<file path="src/rtl/mem_stage_pkg.sv">
// Shared definitions for the MEM stage: datapath width, FSM encoding and
// bit positions inside the M and WB control bundles.
package mem_stage_pkg;

  localparam int INTERNAL_BITS = 32;

  typedef enum logic {
    MEM_IDLE = 1'b0,
    MEM_REQ  = 1'b1
  } mem_state_e;

  // M bundle = {Branch, MemRead, MemWrite}
  localparam int M_BRANCH = 2;
  localparam int M_READ   = 1;
  localparam int M_WRITE  = 0;

  // WB bundle = {RegWrite, MemToReg}
  localparam int WB_REGW  = 1;
  localparam int WB_M2R   = 0;

endpackage

</file>
<file path="src/rtl/mem_stage_wb_reg.sv">
// mem_wb_reg: MEM/WB pipeline register.
//   clk, rst      : clock, synchronous active-high reset (clears every field)
//   bubble        : zero the WB bundle this cycle (no writeback downstream)
//   ld_data       : capture mem_data_in (only on a completed load)
//   wb_in         : WB bundle {RegWrite, MemToReg}
//   mem_data_in   : load data from the data memory
//   alu_result_in : ALU result travelling to writeback
//   reg_dst_in    : destination register index
//   wb_out, mem_data_out, alu_result_out, reg_dst_out : registered fields
module mem_wb_reg
  import mem_stage_pkg::*;
#(
  parameter int DATA_W = INTERNAL_BITS,
  parameter int REG_AW = 5
) (
  input  logic              clk,
  input  logic              rst,
  input  logic              bubble,
  input  logic              ld_data,
  input  logic [1:0]        wb_in,
  input  logic [DATA_W-1:0] mem_data_in,
  input  logic [DATA_W-1:0] alu_result_in,
  input  logic [REG_AW-1:0] reg_dst_in,
  output logic [1:0]        wb_out,
  output logic [DATA_W-1:0] mem_data_out,
  output logic [DATA_W-1:0] alu_result_out,
  output logic [REG_AW-1:0] reg_dst_out
);

  // ---- MEM -> WB boundary ----
  always_ff @(posedge clk) begin
    if (rst) begin
      wb_out         <= '0;
      mem_data_out   <= '0;
      alu_result_out <= '0;
      reg_dst_out    <= '0;
    end else begin
      wb_out         <= bubble ? 2'b00 : wb_in;
      alu_result_out <= alu_result_in;
      reg_dst_out    <= reg_dst_in;
      // Load data is only replaced by a completed read; stores and ALU ops
      // leave the previous value in place.
      if (ld_data) begin
        mem_data_out <= mem_data_in;
      end
    end
  end

endmodule

</file>
<file path="src/rtl/mem_stage.sv">
// mem_stage: MEM stage of the 5-stage pipeline.
// Optional feature macro: MEM_ALIGN_CHECK_EN (adds word-alignment checking
// and the align_err output; without it the address passes through unchecked).
// Ports:
//   clk, rst                      : clock, synchronous active-high reset
//   WB_in, M_in                   : EX/MEM control bundles
//   ALU_result_in, ALU_src2_in    : address / ALU value, store data
//   ALU_zero_in, PC_in            : branch condition and target
//   REG_dst_in                    : destination register
//   dmem_req/we/addr/wdata        : data memory request (held while in REQ)
//   dmem_rdata, dmem_ready        : data memory response
//   stall                         : freeze IF/ID/EX and EX/MEM
//   PC_src, branch_target         : combinational branch resolution
//   WB_out, mem_data_out,
//   ALU_result_out, REG_dst_out   : MEM/WB register outputs
//   align_err                     : misaligned-access pulse (feature build only)
module mem_stage
  import mem_stage_pkg::*;
#(
  parameter int DATA_W = INTERNAL_BITS,
  parameter int REG_AW = 5
) (
  input  logic              clk,
  input  logic              rst,
  input  logic [1:0]        WB_in,
  input  logic [2:0]        M_in,
  input  logic [DATA_W-1:0] ALU_result_in,
  input  logic [DATA_W-1:0] ALU_src2_in,
  input  logic              ALU_zero_in,
  input  logic [DATA_W-1:0] PC_in,
  input  logic [REG_AW-1:0] REG_dst_in,
  output logic              dmem_req,
  output logic              dmem_we,
  output logic [DATA_W-1:0] dmem_addr,
  output logic [DATA_W-1:0] dmem_wdata,
  input  logic [DATA_W-1:0] dmem_rdata,
  input  logic              dmem_ready,
  output logic              stall,
  output logic              PC_src,
  output logic [DATA_W-1:0] branch_target,
  output logic [1:0]        WB_out,
  output logic [DATA_W-1:0] mem_data_out,
  output logic [DATA_W-1:0] ALU_result_out,
  output logic [REG_AW-1:0] REG_dst_out
`ifdef MEM_ALIGN_CHECK_EN
  ,
  output logic              align_err
`endif
);

  mem_state_e        state_q, state_nx;
  logic [DATA_W-1:0] req_addr_p0, req_wdata_p0;
  logic              req_we_p0;
  logic              mem_op, misaligned, mem_op_ok;
  logic              req_ld, wb_bubble, wb_ld_data;
  logic [1:0]        wb_nx;

  assign mem_op = M_in[M_READ] | M_in[M_WRITE];

`ifdef MEM_ALIGN_CHECK_EN
  assign misaligned = mem_op & (ALU_result_in[1:0] != 2'b00);
`else
  assign misaligned = 1'b0;
`endif

  // A misaligned op is dropped entirely, so it must not hold the pipe.
  assign mem_op_ok     = mem_op & ~misaligned;

  assign PC_src        = M_in[M_BRANCH] & ALU_zero_in;
  assign branch_target = PC_in;

  assign dmem_req      = (state_q == MEM_REQ);
  assign dmem_we       = req_we_p0;
  assign dmem_addr     = req_addr_p0;
  assign dmem_wdata    = req_wdata_p0;

  // Release the stall in the completing cycle so EX/MEM advances exactly once.
  assign stall = mem_op_ok & ~(dmem_req & dmem_ready);

  always_comb begin
    state_nx   = state_q;
    req_ld     = 1'b0;
    wb_bubble  = 1'b0;
    wb_ld_data = 1'b0;
    wb_nx      = WB_in;
    case (state_q)
      MEM_IDLE: begin
        if (mem_op) begin
          wb_bubble = 1'b1;
          if (mem_op_ok) begin
            req_ld   = 1'b1;
            state_nx = MEM_REQ;
          end
        end
      end
      MEM_REQ: begin
        if (dmem_ready) begin
          state_nx = MEM_IDLE;
          // A store never writes the register file; a read captures data.
          if (req_we_p0) begin
            wb_nx[WB_REGW] = 1'b0;
          end else begin
            wb_ld_data = 1'b1;
          end
        end else begin
          wb_bubble = 1'b1;
        end
      end
      default: state_nx = MEM_IDLE;
    endcase
  end

  // ---- EX/MEM -> request boundary ----
  always_ff @(posedge clk) begin
    if (rst) begin
      state_q      <= MEM_IDLE;
      req_addr_p0  <= '0;
      req_wdata_p0 <= '0;
      req_we_p0    <= 1'b0;
    end else begin
      state_q <= state_nx;
      if (req_ld) begin
        req_addr_p0  <= ALU_result_in;
        req_wdata_p0 <= ALU_src2_in;
        req_we_p0    <= M_in[M_WRITE];
      end
    end
  end

`ifdef MEM_ALIGN_CHECK_EN
  always_ff @(posedge clk) begin
    if (rst) begin
      align_err <= 1'b0;
    end else begin
      align_err <= (state_q == MEM_IDLE) & misaligned;
    end
  end
`endif

  mem_wb_reg #(
    .DATA_W (DATA_W),
    .REG_AW (REG_AW)
  ) u_mem_wb_reg (
    .clk            (clk),
    .rst            (rst),
    .bubble         (wb_bubble),
    .ld_data        (wb_ld_data),
    .wb_in          (wb_nx),
    .mem_data_in    (dmem_rdata),
    .alu_result_in  (ALU_result_in),
    .reg_dst_in     (REG_dst_in),
    .wb_out         (WB_out),
    .mem_data_out   (mem_data_out),
    .alu_result_out (ALU_result_out),
    .reg_dst_out    (REG_dst_out)
  );

endmodule
</file>
<file path="config.mk">
export PLATFORM = sky130hd
export DESIGN_NAME = mem_stage
export DESIGN_NICKNAME = d
export VERILOG_FILES = /design/src/rtl/mem_stage_pkg.sv /design/src/rtl/mem_stage_wb_reg.sv /design/src/rtl/mem_stage.sv
export SDC_FILE = /design/constraint.sdc
export NUM_CORES = 1
export LEC_CHECK = 0
export BUFFER_PORTS_ARGS = -buffer_cell sky130_fd_sc_hd__buf_4
export CELL_PAD_IN_SITES_DETAIL_PLACEMENT = 0
export CELL_PAD_IN_SITES_GLOBAL_PLACEMENT = 2
export CORE_MARGIN = 5
export CORE_UTILIZATION = 26
export DETAILED_ROUTE_END_ITERATION = 7
export GPL_TIMING_DRIVEN = 0
export PLACE_DENSITY_LB_ADDON = 0.1
export SETUP_SLACK_MARGIN = 0.3
export SYNTH_ARGS = -nofsm -noshare
export SYNTH_HDL_FRONTEND = slang
export SYNTH_SLANG_ARGS = --single-unit
</file>
<file path="constraint.sdc">
create_clock -name clk -period 1.7 [get_ports clk]
set_clock_uncertainty 0.2 [all_clocks]
set_input_delay 0.17 -clock clk [delete_from_list [all_inputs] [get_ports clk]]
set_output_delay 0.17 -clock clk [all_outputs]
set_load 0.1 [all_outputs]
</file>
==> results of run 1 <==
## per-stage QoR
| stage | utilization | worst slack (ns) | hold slack (ns) | instance area [sq um] | cells |
|---|---|---|---|---|---|
| global route | 0.524 | 0.147 | -0.0735 | 11300 | 1223 |
| global placement | 0.376 | 0.193 | 0.181 | 8140 | 1069 |
| detailed placement | 0.376 | 0.149 | 0.185 | 8140 | 1069 |
| finish | 0.524 | 0.203 | -0.0634 | 11300 | 1223 |
| floorplan | - | 0.118 | 0.0982 | 5690 | 510 |
| CTS | 0.496 | 0.173 | -0.0863 | 10700 | 1219 |
## tightest hold or removal path: cells and delay by family
| family | cells | cell delay, ns |
|---|---|---|
| simple gates | 1 | 0.06 |
| compound gates | 1 | 0.05 |
| buf+inv | 2 | 0.22 |
## sequential cells by signal (all words and copies together), names as in the netlist
name and cells:
dmem_addr 32, dmem_req 1, dmem_wdata 32, dmem_we 1, u_mem_wb_reg.alu_result_out 32, u_mem_wb_reg.mem_data_out 32
u_mem_wb_reg.reg_dst_out 5, u_mem_wb_reg.wb_out 2
## how the worst min path moves through the flow
stage / depth (start not counted) / slack (ns) / from / to
after floorplan: 1 / 0.1 / REG_dst_in[0] / u_mem_wb_reg.reg_dst_out[0]
after global placement: 2 / 0.18 / REG_dst_in[4] / u_mem_wb_reg.reg_dst_out[4]
after detailed placement: 2 / 0.19 / REG_dst_in[0] / u_mem_wb_reg.reg_dst_out[0]
after CTS: 4 / -0.09 / dmem_ready / u_mem_wb_reg.wb_out[0]
after global routing: 4 / -0.07 / dmem_ready / u_mem_wb_reg.wb_out[0]
final: 4 / -0.06 / dmem_ready / u_mem_wb_reg.wb_out[0]
## report_power, final
part,switching [mW],internal (mW),leakage [nW]
Clock,1.43,2.52,0.305
Sequential,0.175,3.44,1.15
Combinational,2.39,1.49,3.56
Total,4.00,7.45,5.01
## per-layer routing
metal  up-vias  GRT usage  share of wire
li1       2451          -              -
met5         -          0              0
met1      2290      0.163           0.38
met2       179      0.247           0.50
met3        17     0.0652           0.10
met4         0     0.0475          0.015
## cell usage in the layout, fill, tap and decap left out, types with 3 or more instances in the layout
| master | count |
|---|---|
| nor2b_1 | 69 |
| mux2i_1 | 62 |
| clkbuf_16 | 21 |
| dlygate4sd3_1 | 106 |
| dfxtp_2 | 38 |
| dfxtp_1 | 97 |
| buf_6 | 59 |
| clkbuf_1 | 16 |
| mux2_4 | 30 |
| buf_8 | 26 |
| nand2b_1 | 129 |
| bufinv_16 | 3 |
| buf_4 | 181 |
| buf_12 | 67 |
| clkbuf_8 | 3 |
| buf_2 | 7 |
| buf_16 | 3 |
## layout make-up
| class | count | share of cell area |
|---|---|---|
| tap | 280 | 0.0309 |
| buffer | 65 | 0.0482 |
| inverter | 1 | 0.000331 |
| sequential | 137 | 0.247 |
| multi-input combinational | 307 | 0.220 |
| timing repair buffer | 401 | 0.398 |
| clock buffer | 23 | 0.0440 |
| clock inverter | 9 | 0.0118 |
## cells by family after synthesis
logic type	count (synthesis)
AND/OR/NAND/NOR	205
flip-flops	137
multiplexers	96
buffers and inverters	66
AO/OA/AOI/OAI	6
## timing repair
item | 4_1_cts | 5_1_grt
resized for setup | 187 | 143
setup buffers | 5 | 5
hold endpoints to repair | 135 | 1
endpoints found under the setup margin | 160 | 170
cloned | 3 | 3
pin swaps | 1 | 1
==> flow_summary.ini, run 1 <==
[yosys]
yosys-top-cells-count = dfxtp_1 (137), nand2b_1 (129), nor2b_1 (69)
ys_top_cells_by_area = dfxtp_1 (49%), nand2b_1 (14%), mux2i_1 (11%)
netlist_area_sq_mm = 0.00565
synth_ff_type = dfxtp_1
synth_edf_count = 0
async_flop_share = 0
synth_compound_area_frac = 0.0106
yosysWarningCount = 0
synth_fp_nets = 652
yosys.area.top_type = dfxtp_1
synth_top_family_by_area = simple AND/OR/NAND/NOR gates
synthXorXnorAreaFrac = 0
synthMostInstantiatedCell = dfxtp_1
synth_cell_types = 24
yosys.area_share.simple = 0.227
yosysSeqAreaShare = 0.486
synth_fa_ha_area_frac = 0
avgSynthCellArea_sq_um = 11.1
syn_inst = 510
ys_ff_latch = 137
synth_top_area_share = 0.486
muxShareOfSynthArea = 0.195

[floorplan]
die_w_um = 157
io-pin-count = 313
rows = 54
die_h_um = 157
coreArea_sq_mm = 0.0216
dieArea_sq_mm = 0.0248
start_util = 0.261

[setup_path]
start_kind = flop
crit_cells = 3
crit_arrival_ns = 1.13
cp_slowest_cell = dfxtp_4
crit-reg2reg-launch = dmem_req
crit_type = reg2out
required_ns = 1.33
path_delay_family = flip-flops
reg2reg_slack_ns = 0.23
worstPathCellList = nand2_4, o21a_4, buf_12
crit_start = dmem_req
endpoint_kind = primary output
cp-endpoint = stall
crit_buf_inv = 1
cpPeakStageDelay_ns = 0.36
crit-reg2reg-capture = dmem_addr[31]
r2r_cells = 4
worstPathMaxFanout = 5

[timing]
tightest_slew_ns = 0.503
finalHoldViolCount = 2
maxSlewViolCount = 0
setup-violations-final = 0
timing.setup.tns_ns = 0
max_freq_mhz = 668
post-route-period-util = 0.881
max_slew_margin = 0.664
rsz0062_at_grt = yes
post-route-min-period_ns = 1.50
timing.hold.ws_ns = -0.0634

[drt]
drc = 0
dr.pass1.iters = 4
drt-vias-per-instance = 4.04
avgRoutedWirePerCell_um = 15.4
final_antenna_net_count = 0
routed_wl_um = 18800
drt_iter0_drc = 97
via_count = 4937

[min_path]
hold_class = in2reg

[clock_network]
insertion_delay_ns = 0.41
cts_sinks = 137
max-clock-path-buffers = 2
cts_buffers = 17
cts_tree = done
h-tree-depth = 4
clk_pin_slew_ns = 0.06
root_buffer = clkbuf_16
ctsHoldBuffers = 110

[global_route]
grt_pass1_wl_um = 28300
grt_start_max_net_pins = 17
grt_pass1_vias = 5369
grt_usage = 0.145
antenna_found_initial = 0
grt_overflow_total = 0

[pwr]
leakagePower_nw = 5.01
total_power_mw = 11.4
ir_drop_mv = 0.628
p_per_area_mw_per_mm2 = 1010

[finish]
fin_nets = 1072
multi_input_area_sq_mm = 0.00249
fillers = 1941
diodes = 0
syn2layout_area_growth_pct = 101
final_layout_size_suffix_gt1_frac = 0.484
seqCellArea_sq_mm = 0.00280

[place]
dp_hpwl_um = 13400
place_congestion = 0.738
port_buffers = 279

[run]
drv_cap = 0

[status]
status = finished, violations left
failed_checks = hold timing
No activity file was read; power rests on OpenSTA's default activity.
==> run 2, diff against run 1 <==
--- a/config.mk
+++ b/config.mk
@@ -9,11 +9,12 @@
 export CELL_PAD_IN_SITES_DETAIL_PLACEMENT = 0
 export CELL_PAD_IN_SITES_GLOBAL_PLACEMENT = 2
 export CORE_MARGIN = 5
-export CORE_UTILIZATION = 26
+export CORE_UTILIZATION = 23
 export DETAILED_ROUTE_END_ITERATION = 7
 export GPL_TIMING_DRIVEN = 0
 export PLACE_DENSITY_LB_ADDON = 0.1
 export SETUP_SLACK_MARGIN = 0.3
 export SYNTH_ARGS = -nofsm -noshare
 export SYNTH_HDL_FRONTEND = slang
+export SYNTH_HIERARCHICAL = 1
 export SYNTH_SLANG_ARGS = --single-unit
==> run 2 against run 1 <==
Against the previous run: the run still ends with hold timing left; sequential cell count is the same; synthesized cell count grew 0.20%; core utilization shrank 2.2 points; setup slack lost 0.018 ns; register-to-register slack lost 0.02 ns; largest cell class unchanged; die area shrank 1.7%; sequential share of layout area grew 2.1 points; critical endpoint unchanged; synthesized area shrank 13%; worst hold slack lost 0.018 ns.
==> flow_summary.ini, run 2 <==
[floorplan]
die_h_um = 156
start_util = 0.233
rows = 53
io-pin-count = 313
dieArea_sq_mm = 0.0243
die_w_um = 156
coreArea_sq_mm = 0.0210

[clock_network]
cts_sinks = 137
insertion_delay_ns = 0.41
max-clock-path-buffers = 2
h-tree-depth = 4
ctsHoldBuffers = 106
clk_pin_slew_ns = 0.06
root_buffer = clkbuf_16
cts_tree = done
cts_buffers = 17

[setup_path]
worstPathCellList = nand2_4, o21a_4, buf_12
crit_buf_inv = 1
required_ns = 1.33
crit_arrival_ns = 1.15
worstPathMaxFanout = 7
endpoint_kind = primary output
crit_type = reg2out
path_delay_family = flip-flops
cpPeakStageDelay_ns = 0.36
cp_slowest_cell = dfxtp_4
start_kind = flop

[yosys]
async_flop_share = 0
ys_top_cells_by_area = dfxtp_1 (56%), nand2_1 (9.9%), mux2i_1 (6.5%)
synth_edf_count = 0
syn_inst = 511
netlist_area_sq_mm = 0.00490
avgSynthCellArea_sq_um = 9.60
synth_top_area_share = 0.559
yosys.area.top_type = dfxtp_1
yosysWarningCount = 6
synth_ff_type = dfxtp_1
synthMostInstantiatedCell = dfxtp_1
synth_cell_types = 24
ys_ff_latch = 137
synth_fp_nets = 653
yosys-top-cells-count = dfxtp_1 (137), nand2_1 (129), a21oi_1 (55)
yosysSeqAreaShare = 0.559

[timing]
max_slew_margin = 0.604
post-route-min-period_ns = 1.52
rsz0062_at_grt = yes
post-route-period-util = 0.892
max_freq_mhz = 660
setup-violations-final = 0
tightest_slew_ns = 0.595
finalHoldViolCount = 1
timing.setup.tns_ns = 0
timing.hold.ws_ns = -0.0814
maxSlewViolCount = 0

[global_route]
grt_pass1_wl_um = 26200
grt_overflow_total = 0
grt_usage = 0.138
grt_start_max_net_pins = 17
antenna_found_initial = 0
grt_pass1_vias = 4871

[drt]
via_count = 4838
drt_iter0_drc = 111
drc = 0
avgRoutedWirePerCell_um = 14.6
routed_wl_um = 17700
final_antenna_net_count = 0
dr.pass1.iters = 4
drt-vias-per-instance = 4.00

[finish]
fillers = 1947
layout_commonest_cell = buf_4
fin_nets = 1064
syn2layout_area_growth_pct = 115
final_cell_mix = buf_4 (176), nand2_1 (114), dlygate4sd3_1 (106), buf_12 (84), dfxtp_1 (74)
final_layout_size_suffix_gt1_frac = 0.504
diodes = 0

[status]
failed_checks = hold timing
status = finished, violations left

[pwr]
leakagePower_nw = 4.56
p_per_area_mw_per_mm2 = 1020
ir_drop_mv = 0.616

[run]
drv_cap = 0

[place]
port_buffers = 279
place_congestion = 0.748
dp_hpwl_um = 12700

[min_path]
hold_class = in2reg
==> run 2: changes by cell type after synthesis, sizes merged, moves of 5 or more <==
cell | previous run | this run
mux2 | 32 | 0
nand2 | 1 | 129
nand2b | 129 | 1
mux2i | 64 | 32
nor2 | 0 | 33
buf | 51 | 56
clkbuf | 14 | 9
a21oi | 1 | 65
nor2b | 69 | 38
==> run 2: repair_timing <==
action                                 4_1_cts  5_1_grt
endpoints found under the hold margin      137        1
buffers inserted                             2        2
cloned                                       2        1
resized for setup                          188      194
setup endpoints to repair                  212      186
==> run 2: routing by layer <==
layer | GRT usage | up-vias | wire length (um)
li1 | - | 2421 | -
met1 | 0.161 | 2195 | 7200
met2 | 0.227 | 198 | 8560
met3 | 0.0585 | 24 | 1630
met4 | 0.0475 | 0 | 326
met5 | 0 | - | 0
==> run 2: worst reg2reg max path, stage by stage (launching register included) <==
cell and delay (ns):
dfxtp_4 0.38, nand2_4 0.06, nor2_2 0.09, buf_6 0.14, buf_12 0.12, buf_12 0.11, mux2i_2 0.23, nor2_1 0.06
==> run 2: final timing paths <==
kind,startpoint,endpoint,slack [ns],cells past startpoint
worst max-delay path,dmem_req,stall,0.18,3
worst min register to register,dmem_addr[20],dmem_addr[20],0.26,2
worst min-delay path,dmem_ready,u_mem_wb_reg/wb_out[1],-0.08,3
worst max register to register,dmem_req,u_mem_wb_reg/mem_data_out[24],0.21,7
==> run 2: cell type report <==
type | count | area (sq um) | area share
flip-flops and latches | 137 | 2820 | 0.267
plain buffers | 65 | 599 | 0.0568
inverters | 2 | 7.51 | 0.000711
repair buffers | 392 | 4530 | 0.429
clock buffers | 19 | 453 | 0.0429
well taps | 275 | 344 | 0.0326
clock inverters | 12 | 125 | 0.0119
multi-input cells | 307 | 1680 | 0.159
==> run 2: through the flow <==
step / instance area [sq um] / setup WS, ns / util / cells / power (mW)
after global routing: 10600 / 0.131 / 0.502 / 1209 / 11.3
final: 10600 / 0.184 / 0.502 / 1209 / 10.8
after floorplan: 4980 / 0.160 / - / 511 / 5.80
after global placement: 7420 / 0.270 / 0.353 / 1065 / 6.53
after CTS: 9850 / 0.155 / 0.468 / 1206 / 10.7
after detailed placement: 7420 / 0.263 / 0.353 / 1065 / 6.54
==> run 2: kinds of logic (layout without fill, tap and decap cells) <==
logic type | after synthesis | in the layout | share of synthesized area
buffers and inverters | 67 | 490 | 0.114
AOI/OAI and AO/OA | 71 | 71 | 0.0832
and+or+nand+nor | 204 | 204 | 0.178
DFF | 137 | 137 | 0.559
muxes | 32 | 32 | 0.0653
==> run 2: report_power, final <==
part / internal [mW] / total [mW] / switching (mW)
combinational: 1.30 / 3.57 / 2.27
clock: 2.22 / 3.64 / 1.42
sequential: 3.43 / 3.60 / 0.174
total: 6.95 / 10.8 / 3.86
==> run 3, diff against run 2 <==
--- a/config.mk
+++ b/config.mk
@@ -10,10 +10,12 @@
 export CELL_PAD_IN_SITES_GLOBAL_PLACEMENT = 2
 export CORE_MARGIN = 5
 export CORE_UTILIZATION = 23
+export CTS_BUF_LIST = sky130_fd_sc_hd__clkbuf_8 sky130_fd_sc_hd__clkbuf_16
 export DETAILED_ROUTE_END_ITERATION = 7
 export GPL_TIMING_DRIVEN = 0
 export PLACE_DENSITY_LB_ADDON = 0.1
-export SETUP_SLACK_MARGIN = 0.3
+export SETUP_SLACK_MARGIN = 0.1
+export SKIP_CTS_REPAIR_TIMING = 1
 export SYNTH_ARGS = -nofsm -noshare
 export SYNTH_HDL_FRONTEND = slang
 export SYNTH_HIERARCHICAL = 1
==> run 3 against run 2 <==
Against the previous run: the flow still finishes with violations (hold timing); core utilization shrank 7.3 points; fmax decreased by 1.6%; cell count shrank 0.41%; first-iteration DRC count rose by 9.0%; sequential power decreased by 3%; clock-buffer cell count increased by 1; final area decreased by 14%.
==> flow_summary.ini, run 3 (synthesis results as in run 2) <==
[timing]
max_freq_mhz = 649
maxSlewViolCount = 0
max_slew_margin = 0.580
tightest_slew_ns = 0.630
rsz0062_at_grt = no
setup-violations-final = 0
post-route-min-period_ns = 1.54
setup_slack_ns = 0.159
timing.setup.tns_ns = 0
timing.hold.ws_ns = -0.0227
finalHoldViolCount = 16
post-route-period-util = 0.906

[floorplan]
start_util = 0.233
rows = 53
coreArea_sq_mm = 0.0210
die_h_um = 156
io-pin-count = 313
die_w_um = 156
dieArea_sq_mm = 0.0243

[place]
dpl_worst_slack_ns = 0.265
dp_hpwl_um = 12800
port_buffers = 279
place_congestion = 0.784

[clock_network]
insertion_delay_ns = 0.41
max-clock-path-buffers = 2
root_buffer = clkbuf_16
clk_pin_slew_ns = 0.06
cts_tree = done
cts_buffers = 17
h-tree-depth = 4
cts_sinks = 137

[setup_path]
endpoint_kind = primary output
reg2reg_slack_ns = 0.25
worstPathCellList = nand2_4, o21a_4, buf_12
crit_type = reg2out
crit_arrival_ns = 1.17
worstPathMaxFanout = 8
required_ns = 1.33
start_kind = flop
cpPeakStageDelay_ns = 0.37
cp_slowest_cell = dfxtp_4

[finish]
final_layout_size_suffix_gt1_frac = 0.413
diodes = 0
layout_commonest_cell = buf_4
fillers = 2081
fin_nets = 1059
syn2layout_area_growth_pct = 84.1
final_cell_mix = buf_4 (310), dfxtp_1 (135), nand2_1 (128), dlygate4sd3_1 (108), a21oi_1 (55)

[drt]
final_antenna_net_count = 0
routed_wl_um = 17300
via_count = 4757
dr.pass1.iters = 4
drc = 0
avgRoutedWirePerCell_um = 14.4
drt_iter0_drc = 121
drt-vias-per-instance = 3.95

[global_route]
grt_pass1_wl_um = 24400
grt_usage = 0.131
antenna_found_initial = 0
grt_pass1_vias = 4337
grt_start_max_net_pins = 17
grt_overflow_total = 0

[min_path]
hold_class = in2reg

[pwr]
p_per_area_mw_per_mm2 = 1130
total_power_mw = 10.2
ir_drop_mv = 0.628
leakagePower_nw = 4.14

[run]
drv_cap = 0

[status]
failed_checks = hold timing
status = finished, violations left
[run 3: cell type report]
cell class / instances / area, sq um / share of cell area
Buffer: 65 / 553 / 0.0612
Clock buffer: 20 / 478 / 0.0529
Clock inverter: 11 / 96.3 / 0.0107
Inverter: 2 / 7.51 / 0.000831
Multi-Input combinational cell: 307 / 1620 / 0.179
Sequential cell: 137 / 2750 / 0.304
Tap cell: 275 / 344 / 0.0381
Timing Repair Buffer: 387 / 3190 / 0.353
[run 3: layer usage]
layer / up-vias / track usage / part of all wire
met2: 181 / 0.218 / 0.50
met1: 2144 / 0.145 / 0.39
li1: 2414 / - / -
met4: 0 / 0.0471 / 0.015
met5: - / 0 / 0
met3: 18 / 0.0619 / 0.10
[run 3: per-stage QoR]
step	std cells	cell area, sq um	utilization
3_5_place_dp	1065	7350	0.350
6_report	1204	9030	0.430
3_3_place_gp	1065	7350	0.350
2_1_floorplan	511	4910	-
5_1_grt	1204	9030	0.430
4_1_cts	1096	7930	0.377
[run 3: final timing paths]
kind / to / cells past startpoint / startpoint
min: dmem_addr[29] / 2 / rst
max reg2reg: u_mem_wb_reg/mem_data_out[12] / 6 / dmem_req
max: stall / 3 / dmem_req
min reg2reg: dmem_wdata[16] / 2 / dmem_wdata[16]
[run 3: worst max-delay path, delay by kind of cell (launching register included)]
family | cells | cell delay, ns
buffers and inverters | 1 | 0.17
AOI/OAI and AO/OA | 1 | 0.13
DFF | 1 | 0.37
and+or+nand+nor | 1 | 0.08
[run 3: power by group]
part | leakage [nW] | switching, mW | internal [mW] | total [mW]
sequential | 1.13 | 0.0900 | 3.41 | 3.50
combinational | 2.73 | 2.23 | 0.899 | 3.13
clock | 0.283 | 1.41 | 2.16 | 3.57
